==> config.mk <==
export PLATFORM = sky130hd
export DESIGN_NAME = if_fetch
export DESIGN_NICKNAME = d
export VERILOG_FILES = /design/src/rtl/if_fetch.sv
export SDC_FILE = /design/constraint.sdc
export NUM_CORES = 1
export LEC_CHECK = 0
export CORE_AREA = 2 2 75 77
export CTS_CLUSTER_DIAMETER = 60
export DETAILED_ROUTE_END_ITERATION = 12
export DIE_AREA = 0 0 77 79
export MAX_ROUTING_LAYER = met4
export PLACE_DENSITY_LB_ADDON = 0.2
export SETUP_SLACK_MARGIN = 0.4
export SYNTH_ARGS = -nofsm -noshare
export SYNTH_HDL_FRONTEND = slang
export SYNTH_SLANG_ARGS = --single-unit
==> constraint.sdc <==
create_clock -name clock -period 6.4 [get_ports clock]
set_input_delay 1.28 -clock clock [delete_from_list [all_inputs] [get_ports clock]]
set_output_delay 1.28 -clock clock [all_outputs]
set_load 0.03 [all_outputs]
==> src/rtl/if_fetch.sv <==
// Instruction fetch stage: program counter, req/ack instruction-memory port, decode slot
// with a one-entry skid register, jump redirect flush and halt.
module if_fetch #(
  parameter logic [7:0] RESET_PC = 8'h00
) (
  input  logic       clock,
  input  logic       reset,
  output logic       imem_req,
  output logic [7:0] imem_addr,
  input  logic       imem_ack,
  input  logic [7:0] imem_rdata,
  output logic [7:0] inst,
  output logic [7:0] PC,
  output logic       inst_valid,
  input  logic       id_ready,
  input  logic       redirect,
  input  logic [7:0] redirect_pc,
  input  logic       halt,
  output logic       halted
);
  typedef enum logic [1:0] {S_REQ, S_WAIT, S_DRAIN, S_HALT} state_t;

  state_t     r_state, w_state_nxt;
  logic [7:0] r_pc, r_addr, r_inst, r_pc_out, r_skid_inst, r_skid_pc;
  logic       r_valid, r_skid_valid, r_halt_pend, w_halt_pend_nxt;
  logic       w_slot_free, w_consume, w_req, w_capture, w_flush;

  assign w_slot_free = !r_valid || id_ready;
  assign w_consume   = r_valid && id_ready;
  assign w_flush     = redirect && (r_state != S_HALT);

  always_comb begin
    w_state_nxt     = r_state;
    w_halt_pend_nxt = r_halt_pend;
    w_req           = 1'b0;
    w_capture       = 1'b0;
    case (r_state)
      S_REQ: begin
        // Reset gates the request combinationally so it drops the moment reset rises.
        w_req     = w_slot_free && !r_skid_valid && !reset;
        w_capture = w_req && imem_ack && !redirect;
        if (w_req && !imem_ack) begin
          w_state_nxt     = redirect ? S_DRAIN : S_WAIT;
          w_halt_pend_nxt = halt;
        end else if (halt) begin
          w_state_nxt = S_HALT;
        end
      end
      S_WAIT, S_DRAIN: begin
        w_req     = 1'b1;
        w_capture = (r_state == S_WAIT) && imem_ack && !redirect;
        if (imem_ack) begin
          w_state_nxt     = (halt || r_halt_pend) ? S_HALT : S_REQ;
          w_halt_pend_nxt = 1'b0;
        end else begin
          if (redirect) w_state_nxt = S_DRAIN;
          if (halt) w_halt_pend_nxt = 1'b1;
        end
      end
      default: ;
    endcase
  end

  always_ff @(posedge clock or posedge reset) begin
    if (reset) begin
      r_state      <= S_REQ;
      r_halt_pend  <= 1'b0;
      r_pc         <= RESET_PC;
      r_pc_out     <= RESET_PC;
      r_inst       <= 8'h00;
      r_valid      <= 1'b0;
      r_skid_valid <= 1'b0;
    end else begin
      r_state     <= w_state_nxt;
      r_halt_pend <= w_halt_pend_nxt;
      if (w_flush) begin
        r_pc         <= redirect_pc;
        r_valid      <= 1'b0;
        r_skid_valid <= 1'b0;
      end else if (w_capture && w_slot_free) begin
        r_pc     <= imem_addr + 8'd1;
        r_inst   <= imem_rdata;
        r_pc_out <= imem_addr;
        r_valid  <= 1'b1;
      end else if (w_capture) begin
        r_pc         <= imem_addr + 8'd1;
        r_skid_valid <= 1'b1;
      end else if (w_consume) begin
        r_valid      <= r_skid_valid;
        r_skid_valid <= 1'b0;
        if (r_skid_valid) begin
          r_inst   <= r_skid_inst;
          r_pc_out <= r_skid_pc;
        end
      end
    end
  end

  // Address of the outstanding request stays put while waiting, even after a redirect.
  always_ff @(posedge clock) begin
    r_addr <= imem_addr;
    if (w_capture && !w_slot_free) begin
      r_skid_inst <= imem_rdata;
      r_skid_pc   <= imem_addr;
    end
  end

  assign imem_req   = w_req;
  assign imem_addr  = (r_state == S_WAIT || r_state == S_DRAIN) ? r_addr : r_pc;
  assign inst       = r_inst;
  assign PC         = r_pc_out;
  assign inst_valid = r_valid;
  assign halted     = (r_state == S_HALT);
endmodule
==> results.sh <==
export IMPL_utilization=0.5891
export IMPL_criticalPathCategory="input pin to output port"
export IMPL_synth_edff_count=16
export IMPL_highest_layer="met4"
export IMPL_path_max_fanout=4
export IMPL_clkLatencyLatePin_ns=0.30
export IMPL_synth_flop_cell="dfrtp_1"
export IMPL_rsz0062_at_grt="no"
export IMPL_r2r_cells=7
export IMPL_fill_cells=487
export IMPL_peakVddDrop_mv=0.1022
export IMPL_synth_cell_types=44
export IMPL_grt_max_degree=22
export IMPL_core_rowCount=27
export IMPL_initial_core_util=0.4730
export IMPL_root_buffer="clkbuf_8"
export IMPL_worstPathRequired_ns=5.12
export IMPL_layout_nets=264
export IMPL_r2r_start="r_state[0]$_DFFE_PP0P_"
export IMPL_viasPerCell=5.260
export IMPL_drtIter0Drc=91
export IMPL_cts_hold_buf=0
export IMPL_whs_path_depth=2
export IMPL_wl_met2_mm=2.192
export IMPL_hpwl_mm=3.363
export IMPL_synth_nets=211
export IMPL_clk_pin_slew_ns=0.09
export IMPL_layout_drive_gt1_share=0.2469
export IMPL_drc=0
export IMPL_clock_skew_ns=0.008131
export IMPL_met1Wirelength_mm=2.307
export IMPL_die_h_um=79
export IMPL_finalSetupTns_ns=0
export IMPL_fmax_mhz=228.6
export IMPL_via_count=1636
export IMPL_worstPathArrival_ns=3.09
export IMPL_p_leak_uw=0.001331
export IMPL_finalCriticalPeriod_ns=4.374
export IMPL_place_area_sq_um=3063
export IMPL_cp_end_kind="output port"
export IMPL_synth_top_area_frac=0.2874
export IMPL_cts_tree="done"
export IMPL_clock_sinks=53
export IMPL_reg2reg_to="PC[4]$_DFFE_PP0P_"
export IMPL_ys_seq_area_frac=0.5411
export IMPL_setup_viol=0
export IMPL_cts_setup_buffers=0
export IMPL_antenna_found_initial=0
export IMPL_grt_pass1_wl_mm=8.038
export IMPL_gp_congestion=0.8480
export IMPL_diodes=0
export IMPL_fp_coreArea_sq_um=5338
export IMPL_ys_async_sr_fraction=0.5472
export IMPL_wl_mm=4.749
export IMPL_ys_top_cells_by_area="dfrtp_1 29%, edfxtp_1 19%, mux2_4 12%"
export IMPL_hold_start="r_pc[6]$_DFFE_PP0P_"
export IMPL_ant_nets=0
export IMPL_cap_violations=0
export IMPL_start_kind="input pin"
export IMPL_area_growth_syn_to_layout_pct=24.53
export IMPL_synth_largest_area_cell="dfrtp_1"
export IMPL_avgSynthCellArea_sq_um=13.65
export IMPL_ys_seq_elements=53
export IMPL_r2r_slack_ns=3.14
export IMPL_dr_pass1_iters=4
export IMPL_synth_area_sq_um=2525
export IMPL_synth_cells_most_frequent="29 x dfrtp_1, 20 x mux2_4, 18 x mux2_2"
export IMPL_worst_slew_pin_slew_ns=1.137
export IMPL_syn_instance_count=185
export IMPL_routedWlPerCell_um=15.27
export IMPL_cts_made_buffers=5
export IMPL_hold_viol=0
export IMPL_grt_pass1_vias=1557
export IMPL_yosysMostFrequentCell="dfrtp_1"
export IMPL_grtUsageTotal=0.1735
export IMPL_clockBufferDepth=2
export IMPL_grt_overflow=0
export IMPL_hold_class="flop to flop"
export IMPL_io_pins=49
export IMPL_outcome="completed"
export IMPL_htreeDepth=2
export IMPL_die_area_sq_um=6083
export IMPL_final_cell_area_sq_um=3144
export IMPL_cellPowerDensity_nw_per_um2=186.2
export IMPL_relSlewSlack=0.2416
export IMPL_die_width_um=77
export IMPL_cts_resized=0
export IMPL_ys_warn_count=0
export IMPL_drv_slew=0
export IMPL_met3_length_um=192
export IMPL_port_buffer_count=48
export IMPL_hold_path_end="r_pc[6]$_DFFE_PP0P_"
export IMPL_post_route_period_util=0.6835
worst max path at each step:
stage          startpoint       end  slack [ns]  cells past startpoint
3_3_place_gp     id_ready  imem_req        2.01                      6
5_1_grt          id_ready  imem_req        1.88                      6
3_5_place_dp     id_ready  imem_req        2.00                      6
6_report         id_ready  imem_req        2.03                      6
4_1_cts          id_ready  imem_req        2.00                      6
2_1_floorplan    id_ready  imem_req        2.97                      4
state kept, by name (all words and copies together), names as in the netlist:
register	count
r_skid_inst	8
inst_valid	1
PC	8
r_skid_pc	8
r_state	2
r_skid_valid	1
r_addr	8
r_halt_pend	1
inst	8
r_pc	8
layout by cell type, fill, tap and decap left out, types with 2 or more instances in the layout:
master / instances
ha_1: 4
a31oi_1: 4
nand4_1: 3
dfxtp_1: 8
a22oi_1: 6
buf_4: 3
edfxtp_1: 16
o21ai_2: 2
mux2_4: 20
nand3_1: 4
a221o_1: 2
mux2i_1: 4
mux2_2: 18
xnor2_1: 4
clkbuf_1: 2
clkbuf_8: 5
inv_1: 8
nand2_1: 8
clkdlybuf4s50_1: 48
o21ai_0: 6
a21oi_1: 5
dfrtp_1: 29
nor2_1: 8
kinds of logic after synthesis:
family	after synthesis	synth area share
buffers and inverters	14	0.03518
adders and majority gates	4	0.01982
and+or+nand+nor	36	0.08524
xor gates and xnor gates	5	0.01734
DFF	53	0.5411
muxes	42	0.2151
AOI/OAI and AO/OA	31	0.08622
report_power, final:
| part | switching (uW) | leakage, uW | internal, uW |
|---|---|---|---|
| combinational | 24.4 | 0.000684 | 23.9 |
| sequential | 3.06 | 0.000606 | 354 |
| clock | 103 | 0.0000422 | 77.0 |
layer usage:
layer,vias up,global-route usage
met5,-,-
met4,0,0.05893
met3,7,0.04091
met2,41,0.2561
met1,800,0.2378
li1,788,-
through the flow:
stage	std cells	hold slack [ns]	worst slack, ns	total power, uW
final	311	0.5088	2.026	585.4
after global routing	311	0.5350	1.876	616.3
after CTS	311	0.5144	2.001	594.4
after detailed placement	303	0.4930	2.004	412.6
after global placement	303	0.4853	2.006	412.4
after floorplan	185	0.4678	2.970	386.5
area by class of cell:
class,count,area (sq um),share of cell area
Clock inverter,1,5.005,0.001592
Timing Repair Buffer,51,503.0,0.1600
Clock buffer,7,76.32,0.02427
Tap cell,72,90.09,0.02865
Inverter,9,33.78,0.01074
Sequential cell,53,1366,0.4345
Multi-Input combinational cell,118,1070,0.3402
critical path, cell delays in order:
cell	delay (ns)
clkdlybuf4s50_1	0.49
and2b_1	0.22
nor3_1	0.21
a21oi_1	0.10
nor2_1	0.12
clkdlybuf4s50_1	0.67
Power figures use the tool's default switching activity.
